===== src/rtl/alu_io_pkg.sv =====
// Shared types and layout constants for the dual 4-bit ALU pin responder.
package alu_io_pkg;

    typedef enum logic [1:0] {
        IDLE   = 2'd0,
        SETTLE = 2'd1,
        COMMIT = 2'd2
    } state_t;

    localparam logic [1:0] OP_ADD = 2'b00;
    localparam logic [1:0] OP_SUB = 2'b01;
    localparam logic [1:0] OP_AND = 2'b10;
    localparam logic [1:0] OP_OR  = 2'b11;

    // pin_in layout: {sel2, sel1, b1, a1, b0, a0}
    localparam int PIN_IN_W        = 20;
    localparam int PIN_LANE_STRIDE = 8;   // a1/b1 sit 8 bits above a0/b0
    localparam int PIN_A_OFS       = 0;
    localparam int PIN_B_OFS       = 4;
    localparam int PIN_SEL_LSB     = 16;  // sel1 at [17:16], sel2 at [19:18]
    localparam int NUM_LANES       = 2;

    // pin_out layout: {res1[4:0], res0[4:0], zero1, zero0, valid, toggle, alive}
    localparam int PIN_OUT_W       = 15;
    localparam int OUT_RES1_LSB    = 10;
    localparam int OUT_RES0_LSB    = 5;
    localparam int OUT_ZERO1_BIT   = 4;
    localparam int OUT_ZERO0_BIT   = 3;
    localparam int OUT_VALID_BIT   = 2;
    localparam int OUT_TOGGLE_BIT  = 1;
    localparam int OUT_ALIVE_BIT   = 0;
    localparam int OUT_DATA_W      = PIN_OUT_W - OUT_ZERO0_BIT;  // bits [14:3]

endpackage


===== src/rtl/alu4_lane.sv =====
// One 4-bit ALU lane: add/sub with carry/borrow in bit 4, and/or, plus zero flag.
module alu4_lane
    import alu_io_pkg::*;
(
    input  logic [3:0] a,
    input  logic [3:0] b,
    input  logic [1:0] sel,
    output logic [4:0] res,
    output logic       zero
);

    // Select the operation; zero looks only at the low nibble.
    always_comb begin
        res = 5'd0;
        case (sel)
            OP_ADD:  res = {1'b0, a} + {1'b0, b};
            OP_SUB:  res = {1'b0, a} - {1'b0, b};
            OP_AND:  res = {1'b0, a & b};
            default: res = {1'b0, a | b};
        endcase
        zero = (res[3:0] == 4'd0);
    end

endmodule


===== src/rtl/alu_io_responder.sv =====
// Pin-side responder: synchronize and debounce the 20 operand pins, commit a
// stable word, and present both ALU lane results registered on 15 output pins.
module alu_io_responder
    import alu_io_pkg::*;
#(
    parameter int STABLE_CYCLES = 4,
    parameter int CNT_W         = 8
) (
    input  logic                 clock,
    input  logic                 resetb,
    input  logic [PIN_IN_W-1:0]  pin_in,
    output logic [PIN_OUT_W-1:0] pin_out,
    output logic [PIN_OUT_W-1:0] pin_oeb,
    output logic                 commit_pulse
);

    localparam logic [CNT_W-1:0] STABLE_LIMIT = CNT_W'(STABLE_CYCLES);

    logic [PIN_IN_W-1:0]   sync1_reg;
    logic [PIN_IN_W-1:0]   sync2_reg;
    logic [PIN_IN_W-1:0]   candidate_reg;
    logic [PIN_IN_W-1:0]   candidate_next;
    logic [PIN_IN_W-1:0]   accepted_reg;
    logic [CNT_W-1:0]      count_reg;
    logic [CNT_W-1:0]      count_next;
    state_t                state_reg;
    state_t                state_next;
    logic                  commit_en;

    logic [4:0]            lane_res  [NUM_LANES];
    logic                  lane_zero [NUM_LANES];

    logic [OUT_DATA_W-1:0] result_reg;
    logic                  valid_reg;
    logic                  toggle_reg;
    logic                  alive_reg;
    logic                  commit_pulse_reg;

    // The lanes always evaluate the candidate, so the result is ready in COMMIT.
    generate
        for (genvar gi = 0; gi < NUM_LANES; gi++) begin : g_lane
            alu4_lane u_lane (
                .a    (candidate_reg[gi*PIN_LANE_STRIDE + PIN_A_OFS +: 4]),
                .b    (candidate_reg[gi*PIN_LANE_STRIDE + PIN_B_OFS +: 4]),
                .sel  (candidate_reg[PIN_SEL_LSB + 2*gi +: 2]),
                .res  (lane_res[gi]),
                .zero (lane_zero[gi])
            );
        end
    endgenerate

    // Two-flop synchronizer on every input pin.
    always_ff @(posedge clock or negedge resetb) begin
        if (!resetb) begin
            sync1_reg <= '0;
            sync2_reg <= '0;
        end else begin
            sync1_reg <= pin_in;
            sync2_reg <= sync1_reg;
        end
    end

    // Debounce FSM state, candidate word, settle counter and accepted word.
    always_ff @(posedge clock or negedge resetb) begin
        if (!resetb) begin
            state_reg     <= IDLE;
            candidate_reg <= '0;
            count_reg     <= '0;
            accepted_reg  <= '0;
        end else begin
            state_reg     <= state_next;
            candidate_reg <= candidate_next;
            count_reg     <= count_next;
            if (commit_en) begin
                accepted_reg <= candidate_reg;
            end
        end
    end

    // Next state: any glitch restarts the count; a full stable run commits.
    always_comb begin
        state_next     = state_reg;
        candidate_next = candidate_reg;
        count_next     = count_reg;
        commit_en      = 1'b0;
        case (state_reg)
            IDLE: begin
                if (sync2_reg != accepted_reg) begin
                    candidate_next = sync2_reg;
                    count_next     = CNT_W'(1);
                    state_next     = (STABLE_CYCLES == 1) ? COMMIT : SETTLE;
                end
            end
            SETTLE: begin
                if (sync2_reg != candidate_reg) begin
                    candidate_next = sync2_reg;
                    count_next     = CNT_W'(1);
                end else begin
                    count_next = count_reg + CNT_W'(1);
                end
                if (count_next == STABLE_LIMIT) begin
                    state_next = COMMIT;
                end
            end
            COMMIT: begin
                commit_en  = 1'b1;
                state_next = IDLE;
            end
            default: state_next = IDLE;
        endcase
    end

    // Output register: results, valid and toggle change only on a commit.
    always_ff @(posedge clock or negedge resetb) begin
        if (!resetb) begin
            result_reg       <= '0;
            valid_reg        <= 1'b0;
            toggle_reg       <= 1'b0;
            alive_reg        <= 1'b0;
            commit_pulse_reg <= 1'b0;
        end else begin
            alive_reg        <= 1'b1;
            commit_pulse_reg <= commit_en;
            if (commit_en) begin
                result_reg <= {lane_res[1], lane_res[0], lane_zero[1], lane_zero[0]};
                valid_reg  <= 1'b1;
                toggle_reg <= ~toggle_reg;
            end
        end
    end

    assign pin_out      = {result_reg, valid_reg, toggle_reg, alive_reg};
    assign pin_oeb      = '0;
    assign commit_pulse = commit_pulse_reg;

endmodule


===== config.mk =====
export PLATFORM = sky130hd
export DESIGN_NAME = alu_io_responder
export DESIGN_NICKNAME = d
export VERILOG_FILES = /design/src/rtl/alu_io_pkg.sv /design/src/rtl/alu4_lane.sv /design/src/rtl/alu_io_responder.sv
export SDC_FILE = /design/constraint.sdc
export NUM_CORES = 1
export LEC_CHECK = 0
export BUFFER_PORTS_ARGS = -buffer_cell sky130_fd_sc_hd__clkbuf_2
export CAP_MARGIN = 0
export CORE_MARGIN = 1
export CORE_UTILIZATION = 45
export CTS_BUF_LIST = sky130_fd_sc_hd__clkbuf_8
export DETAILED_ROUTE_END_ITERATION = 10
export GPL_ROUTABILITY_DRIVEN = 0
export SYNTH_ARGS = -nofsm -noshare
export SYNTH_HDL_FRONTEND = slang
export SYNTH_SLANG_ARGS = --single-unit

===== constraint.sdc =====
create_clock -name clock -period 6.3 [get_ports clock]
set_clock_uncertainty 0.15 [all_clocks]
set_input_delay 1.26 -clock clock [delete_from_list [all_inputs] [get_ports clock]]
set_output_delay 1.26 -clock clock [all_outputs]
set_load 0.03 [all_outputs]

==> run metrics, run 1 <==
Clock Latency Late Sink 370 ps; status finished with violations; fin util 0.4997; CP max stage delay 480 ps; crit path kind register to register; I/O Buffers 37; Crit. End Element register; setup violators final 0; ys flop type dfrtp_1; die area 11480 sq um; Syn Area/Cell 12.50 sq um; cell area after synthesis 4976 sq um; Area Overhead vs Synth 8.373%; nets 468; failing checks design-rule violations; CTS H-tree lvls 3; Overflow after GRT 0; vias in the first global route 2790; most frequent cell after synthesis dfrtp_1; CTS Buf Count 9; TritonCTS clock tree yes; crit path cell chain inv_1 -> ha_1 -> mux2i_1 -> ha_1 -> a21o_1 -> a21oi_1 -> xnor2_1 -> mux2_2 -> mux2_2; Power Dens Cells 245.4 nW/um^2; CTS Buffer Depth 2; async set-reset flop share out of synthesis 1.000; DR DRC count 2; drt wl/cell 14.65 um; clk sinks 106; total track usage 0.1647; total power draw 1324 uW; CP Data Arrival Time 2760 ps; Synth warnings 0; max frequency 377.3 MHz; leakage power 0.002512 uW; cell count after synthesis 398; Final Max Tran Viols 0; worst slew pin tran 996.7 ps; Min-Delay Path Class register to register; Critical Path Fanout Max 6; chip width 107.2 um; slew margin rel. 0.3355; Post-synth EDFFs 0; Pre-antenna DRT Iters 7; CP required 6410 ps; CTS hold repair buffers 0; RSZ-0062 raised after global routing no; Placeable Area 10790 sq um; crit start category register; Fin. Hold Viols 0; min Tclk post-route 2650 ps; clk root buf clkbuf_8; area leader, netlist dfrtp_1; # Post-CTS Setup Buffers 0; Peak supply drop 134.0 uV; total I/O pin count 53; Vias 2774; Post-CTS Resized 0; crit-path leading delay family multiplexers; largest net degree at the start of global routing 57; # rows 38; via/cell ratio 4.833; post-route antenna net violation count 0; most frequent cells after synthesis dfrtp_1 (106), xnor2_1 (28), xor2_1 (26); CP max-delay cell dfrtp_1; maxcap violations 0; first-pass GRT wire length 14.28 mm; initial core utilization 0.4610; Setup TNS 0 ps; Synth top area share 0.5331; crit path buf inv count 1; largest cells by area after synthesis dfrtp_1 (53%), mux2_4 (6.0%), xnor2_1 (4.9%); Final HPWL DP 5.962 mm; Seq cells post-synth 106; initial antenna violation count 0; Seq/Total Area, Yosys 0.5331; Synth cell types 48; share of cells above drive strength 1 0.2373; Die Height 107.2 um; Detailed Route WL 8.410 mm; initial DRC count 114; fin crit share 0.4207; Worst-path clk slew 100 ps; # diodes 0
-- final timing paths --
check                                             start                      endpoint  slack, ps  cells past startpoint
setup / recovery           candidate_reg[4]$_DFFE_PN0P_     result_reg[5]$_DFFE_PN0P_       3650                      9
hold / removal                   sync1_reg[4]$_DFF_PN0_        sync2_reg[4]$_DFF_PN0_        210                      0
setup reg to reg           candidate_reg[4]$_DFFE_PN0P_     result_reg[5]$_DFFE_PN0P_       3650                      9
hold reg to reg                  sync1_reg[4]$_DFF_PN0_        sync2_reg[4]$_DFF_PN0_        210                      0
max in group asynchronous                        resetb  candidate_reg[8]$_DFFE_PN0P_       4100                      2
min in group asynchronous                        resetb     result_reg[5]$_DFFE_PN0P_        750                      1
-- kinds of logic (layout without fill, tap and decap cells) --
kind of cell,Yosys count,in the layout,share of synthesized area
compound gates,51,51,0.06488
xor+xnor,54,54,0.09505
fa+ha+maj,21,21,0.05381
buf+inv,49,71,0.06211
flops,106,106,0.5331
mux,43,43,0.1106
other cells,2,16,0.001509
simple gates,72,72,0.07895
-- metrics by stage --
stage	setup WS, ps	hold WS, ps	std cells	area, sq um
final	3650	205.3	574	5393
after global routing	3418	213.3	574	5393
after CTS	3649	208.2	574	5393
after detailed placement	3606	184.7	558	5156
after global placement	3632	181.7	558	5156
after floorplan	3768	181.2	412	5029
-- power by group --
group          leakage [uW]  switching, uW  internal, uW
registers           0.00133           25.3           699
clock network      0.000116            231           248
logic               0.00107           66.3          53.5
total               0.00251            323          1000
-- layout by cell type (no fill, tap or decap), types with 6 or more instances in the layout --
cell type,Yosys,layout
nand2_1,21,21
nor3_1,6,6
nor2_1,15,15
mux2_2,16,16
xnor2_1,28,28
xor2_1,26,26
clkbuf_8,0,11
ha_1,15,15
clkbuf_2,0,36
o21ai_0,19,19
mux2_4,20,20
a21oi_1,8,8
mux2i_1,7,7
o21ai_1,8,8
dfrtp_1,106,106
conb_1,2,16
inv_1,17,17
-- metal layers --
layer,global-route usage,part of all wire,up-vias
met4,0.07339,0.015,0
met2,0.2502,0.46,47
met3,0.02614,0.026,12
met5,0,0,-
met1,0.2325,0.50,1352
li1,-,-,1363
-- worst register-to-register path: cells and delay by family, from the launching register on --
kind / cells / cell delay, ps
buffers and inverters: 1 / 110
xor gates and xnor gates: 1 / 70
DFF: 1 / 480
AOI/OAI and AO/OA: 2 / 340
adders and majority gates: 2 / 600
muxes: 3 / 780
-- layout make-up --
class / count / area (sq um)
clock inverters: 5 / 85.08
fillers: 965 / 5400
inverters: 17 / 63.81
flip-flops and latches: 106 / 2653
clock buffers: 11 / 151.4
multi-input cells: 257 / 2069
well taps: 140 / 175.2
repair buffers: 38 / 195.2
(Power assumes the default switching activity.)
==> run 2, diff against run 1 <==
clock period = 2.5 ns   (was 6.3 ns; I/O delays follow)
==> run metrics, run 2 (synthesis gave the netlist of run 1 again) <==
Non-Filler Instances 599 (+4.4%); # rows 38 (unchanged); crit path cell chain inv_2 -> ha_1 -> mux2i_2 -> ha_1 -> a21o_1 -> a21oi_1 -> xnor2_1 -> mux2_2 -> mux2_2; # diodes 0 (unchanged); Critical R2R Capture result_reg[5]$_DFFE_PN0P_; Crit. End Element register; initial core utilization 0.4610 (unchanged); Detailed Route WL 8.473 mm (+0.75%); FF-to-FF Start candidate_reg[4]$_DFFE_PN0P_; CP required 2630 ps (-3780 ps); CP Data Arrival Time 2550 ps (-210 ps); commonest non-fill, non-tap cell in the layout dfrtp_1; total I/O pin count 53 (unchanged); DR DRC count 2 (unchanged); fin crit share 0.9698 (+0.5491); highest-count cells in the layout ignoring fill and taps dfrtp_1 (105), clkbuf_2 (36), xnor2_1 (28), xor2_1 (26), buf_4 (24); TritonCTS clock tree yes; Worst Hold Path Cells 1 (+1); I/O Buffers 37 (unchanged); Worst-path clk slew 100 ps (about the same); status finished with violations; min Tclk post-route 2424 ps (-226.0 ps); Power Dens Cells 594.2 nW/um^2 (+140%); post-route antenna net violation count 0 (unchanged); Area Overhead vs Synth 12.57%; RSZ-0062 raised after global routing no; Die Height 107.2 um (unchanged); Final Max Tran Viols 0 (unchanged); setup violators final 0 (unchanged); via/cell ratio 4.761 (-1.5%); chip width 107.2 um (unchanged); first-pass GRT wire length 14.45 mm (+1.2%); Final HPWL DP 6.210 mm (+4.2%); CTS Buf Count 9 (unchanged); share of cells above drive strength 1 0.2832 (+0.04590); Clock Latency Late Sink 380 ps (about the same); Worst setup endpoint result_reg[5]$_DFFE_PN0P_; Vias 2852 (+2.8%); CP max-delay cell dfrtp_1; reg2reg setup slack 80 ps (-3570 ps); placed cell areas 5339 sq um (+3.5%); vias in the first global route 2828 (+1.4%); Critical Path Fanout Max 3 (-3); Design Area, Final 5602 sq um (+3.9%); Peak supply drop 255.8 uV (+91%); crit path kind register to register; initial antenna violation count 0 (unchanged); initial DRC count 175 (+54%); CTS Buffer Depth 2 (unchanged); max frequency 412.5 MHz (+9.3%); CP max stage delay 400 ps (-80 ps); Overflow after GRT 0 (unchanged); nets 493 (+5.3%); drt wl/cell 14.15 um (-3.5%); CTS H-tree lvls 3 (unchanged); worst reg2reg path depth 9 (unchanged); total power draw 3329 uW (+150%); Fin. Hold Viols 0 (unchanged); failing checks design-rule violations; Setup TNS 0 ps (unchanged); leakage power 0.002640 uW (+5.1%); die area 11480 sq um (unchanged); crit path from candidate_reg[4]$_DFFE_PN0P_; largest net degree at the start of global routing 53 (-7.0%); clk sinks 106 (unchanged); Pre-antenna DRT Iters 7 (unchanged); maxcap violations 0 (unchanged); clk root buf clkbuf_8; crit start category register; Placeable Area 10790 sq um (unchanged); total track usage 0.1690 (+0.004282); Min-Delay Path Class input port to register; placed cell count 579 (+3.8%)
## run 2: power breakdown
part | internal, uW | total (uW) | switching, uW
clock network | 587 | 1170 | 582
logic | 160 | 353 | 193
registers | 1760 | 1810 | 44.2
## run 2: cell type report
type | instances | area [sq um]
clock buffers | 10 | 137.6
clock inverters | 6 | 81.33
fillers | 944 | 5191
inverters | 17 | 63.81
multi-input cells | 257 | 2079
flip-flops and latches | 106 | 2654
well taps | 140 | 175.2
repair buffers | 63 | 410.4
## run 2: critical path: cells and delay by family, from the launching register on
| family | cells | cell delay [ps] |
|---|---|---|
| XOR/XNOR | 1 | 80 |
| AO/OA/AOI/OAI | 2 | 350 |
| multiplexers | 3 | 730 |
| buffers and inverters | 1 | 60 |
| flip-flops | 1 | 400 |
| adder cells (fa/ha/maj) | 2 | 570 |
## run 2: per-layer routing
metal	vias up	GRT usage	wire, um
met5	-	0	0
met4	0	0.06164	100
met3	7	0.04012	267
met2	51	0.2521	3848
met1	1379	0.2398	4256
li1	1415	-	-
## run 2: stage by stage
stage / setup slack, ps / hold slack (ps) / util
after floorplan: 68.95 / 54.41 / -
after global placement: 103.8 / 182.3 / 0.4947
after detailed placement: 93.47 / 184.7 / 0.4947
after CTS: 50.96 / 47.26 / 0.5159
after global routing: 12.26 / 50.03 / 0.5190
final: 75.60 / 64.94 / 0.5190
## run 2: repair_timing
action,CTS,global route
setup buffers,0,3
setup endpoints to repair,0,3
hold buffers,1,0
hold endpoints to repair,33,0
gates resized for setup,0,5
## run 2: how the worst min path moves through the flow
stage,from,endpoint
floorplan,resetb,accepted_reg[0]$_DFFE_PN0P_
global placement,sync1_reg[3]$_DFF_PN0_,sync2_reg[3]$_DFF_PN0_
detailed placement,sync1_reg[12]$_DFF_PN0_,sync2_reg[12]$_DFF_PN0_
CTS,pin_in[18],sync1_reg[18]$_DFF_PN0_
global route,pin_in[13],sync1_reg[13]$_DFF_PN0_
finish,pin_in[13],sync1_reg[13]$_DFF_PN0_
==> run 3, diff against run 2 <==
RECOVER_POWER = 25   (was unset)
==> run metrics, run 3 (synthesis gave the netlist of run 1 again) <==
clk root buf clkbuf_8; Non-Filler Instances 599 (unchanged); CP required 2630 ps (about the same); Worst Hold End sync1_reg[13]$_DFF_PN0_; Power Dens Cells 594.4 nW/um^2 (about the same); chip width 107.2 um (unchanged); maxcap violations 0 (unchanged); FF-to-FF Start candidate_reg[4]$_DFFE_PN0P_; initial antenna violation count 0 (unchanged); # rows 38 (unchanged); Die Height 107.2 um (unchanged); worst slew pin tran 933.2 ps; crit-path leading delay family multiplexers; Vias 2848 (-0.14%); Overflow after GRT 0 (unchanged); CP Data Arrival Time 2550 ps (about the same); TritonCTS clock tree yes; share of cells above drive strength 1 0.2832 (unchanged); largest net degree at the start of global routing 53 (unchanged); crit start category register; CTS Buf Count 9 (unchanged); # diodes 0 (unchanged); highest-count cells in the layout ignoring fill and taps dfrtp_1 (105), clkbuf_2 (37), xnor2_1 (28), xor2_1 (26), buf_4 (23); clk sinks 106 (unchanged); first-pass GRT wire length 14.45 mm (unchanged); slew margin rel. 0.3779; min Tclk post-route 2424 ps (+0.05170 ps); initial core utilization 0.4610 (unchanged); Hold Startpoint pin_in[13]; fill count 945 (+0.11%); Final HPWL DP 6.210 mm (unchanged); Placeable Area 10790 sq um (unchanged); CTS H-tree lvls 3 (unchanged); Worst Hold Path Cells 1 (unchanged); Clock Latency Late Sink 380 ps (about the same); crit path buf inv count 1 (unchanged); CP max stage delay 400 ps (about the same); failing checks design-rule violations; setup violators final 0 (unchanged); drt wl/cell 14.15 um (about the same); Peak supply drop 255.8 uV (about the same); CTS Buffer Depth 2 (unchanged); fin crit share 0.9698 (about the same); total track usage 0.1690 (unchanged); reg2reg setup slack 80 ps (about the same); Area Overhead vs Synth 12.52% (about the same); Final Max Tran Viols 0 (unchanged); post-route antenna net violation count 0 (unchanged); leakage power 0.002640 uW (about the same); Setup TNS 0 ps (unchanged); Fin. Hold Viols 0 (unchanged); Min-Delay Path Class input port to register; Detailed Route WL 8.474 mm (about the same); crit path kind register to register; Pre-antenna DRT Iters 7 (unchanged); via/cell ratio 4.755 (-0.14%); total I/O pin count 53 (unchanged); worst reg2reg path depth 9 (unchanged); vias in the first global route 2828 (unchanged); initial DRC count 174 (-0.57%); commonest non-fill, non-tap cell in the layout dfrtp_1; die area 11480 sq um (unchanged); placed cell count 579 (unchanged); max frequency 412.5 MHz (about the same); status finished with violations; Critical Path Fanout Max 3 (unchanged); crit path cell chain inv_2 -> ha_1 -> mux2i_2 -> ha_1 -> a21o_1 -> a21oi_1 -> xnor2_1 -> mux2_2 -> mux2_2; I/O Buffers 37 (unchanged); RSZ-0062 raised after global routing no; CP max-delay cell dfrtp_1; Crit. End Element register; Worst-path clk slew 100 ps (about the same); DR DRC count 2 (unchanged); Critical R2R Capture result_reg[5]$_DFFE_PN0P_; nets 493 (unchanged)
==> run 3: cell count changes in the layout (fill, tap and decap cells not counted), sizes merged <==
cell and change:
buf -1, clkbuf +1
==> run 3: metrics by stage <==
step / area [sq um] / power, uW / setup slack [ps] / utilization / hold WS, ps
after floorplan: 5030 / 2088 / 68.95 / - / 54.41
after global placement: 5339 / 2184 / 103.8 / 0.4947 / 182.3
after detailed placement: 5339 / 2192 / 93.47 / 0.4947 / 184.7
after CTS: 5568 / 3372 / 50.96 / 0.5159 / 47.26
after global routing: 5599 / 3493 / 12.26 / 0.5188 / 50.03
final: 5599 / 3328 / 75.55 / 0.5188 / 65.12
==> run 3: final cells by class <==
cell class	instances	area, sq um	share of cell area
Clock buffer	10	137.6	0.02458
Clock inverter	6	81.33	0.01453
Inverter	17	63.81	0.01140
Multi-Input combinational cell	257	2079	0.3714
Sequential cell	106	2654	0.4740
Tap cell	140	175.2	0.03128
Timing Repair Buffer	63	407.9	0.07285
==> run 3: what timing repair did <==
action                     CTS  global route
resized for setup            0             5
hold endpoints to repair    33             0
setup buffers                0             3
hold buffers                 1             0
setup endpoints to repair    0             3
==> run 3: routing by layer <==
layer	wire length, um	share of wire	global-route usage	up-vias
met5	0	0	0	-
met4	100	0.012	0.06164	0
met3	309	0.036	0.04012	7
met2	3849	0.45	0.2521	52
met1	4216	0.50	0.2398	1374
li1	-	-	-	1415
==> run 3: worst register-to-register path: cells and delay by family, from the launching register on <==
family / cells / cell delay, ps
fa+ha+maj: 2 / 570
mux: 3 / 730
buf+inv: 1 / 60
xor+xnor: 1 / 80
flops: 1 / 400
compound gates: 2 / 350
==> run 3: how the worst max path moves through the flow <==
stage / from / to / slack [ps] / depth (start not counted)
finish: candidate_reg[4]$_DFFE_PN0P_ / result_reg[5]$_DFFE_PN0P_ / 80 / 9
global route: candidate_reg[4]$_DFFE_PN0P_ / result_reg[5]$_DFFE_PN0P_ / 10 / 9
CTS: candidate_reg[17]$_DFFE_PN0P_ / result_reg[5]$_DFFE_PN0P_ / 50 / 8
detailed placement: candidate_reg[4]$_DFFE_PN0P_ / result_reg[5]$_DFFE_PN0P_ / 90 / 9
global placement: candidate_reg[4]$_DFFE_PN0P_ / result_reg[5]$_DFFE_PN0P_ / 100 / 9
floorplan: candidate_reg[16]$_DFFE_PN0P_ / result_reg[5]$_DFFE_PN0P_ / 70 / 9
==> run 3: report_power, final <==
part | total [uW] | leakage [uW] | internal (uW) | switching [uW]
Sequential | 1810 | 0.00133 | 1760 | 44.2
Combinational | 352 | 0.00119 | 159 | 193
Clock | 1170 | 0.000119 | 587 | 581
Total | 3330 | 0.00264 | 2510 | 818
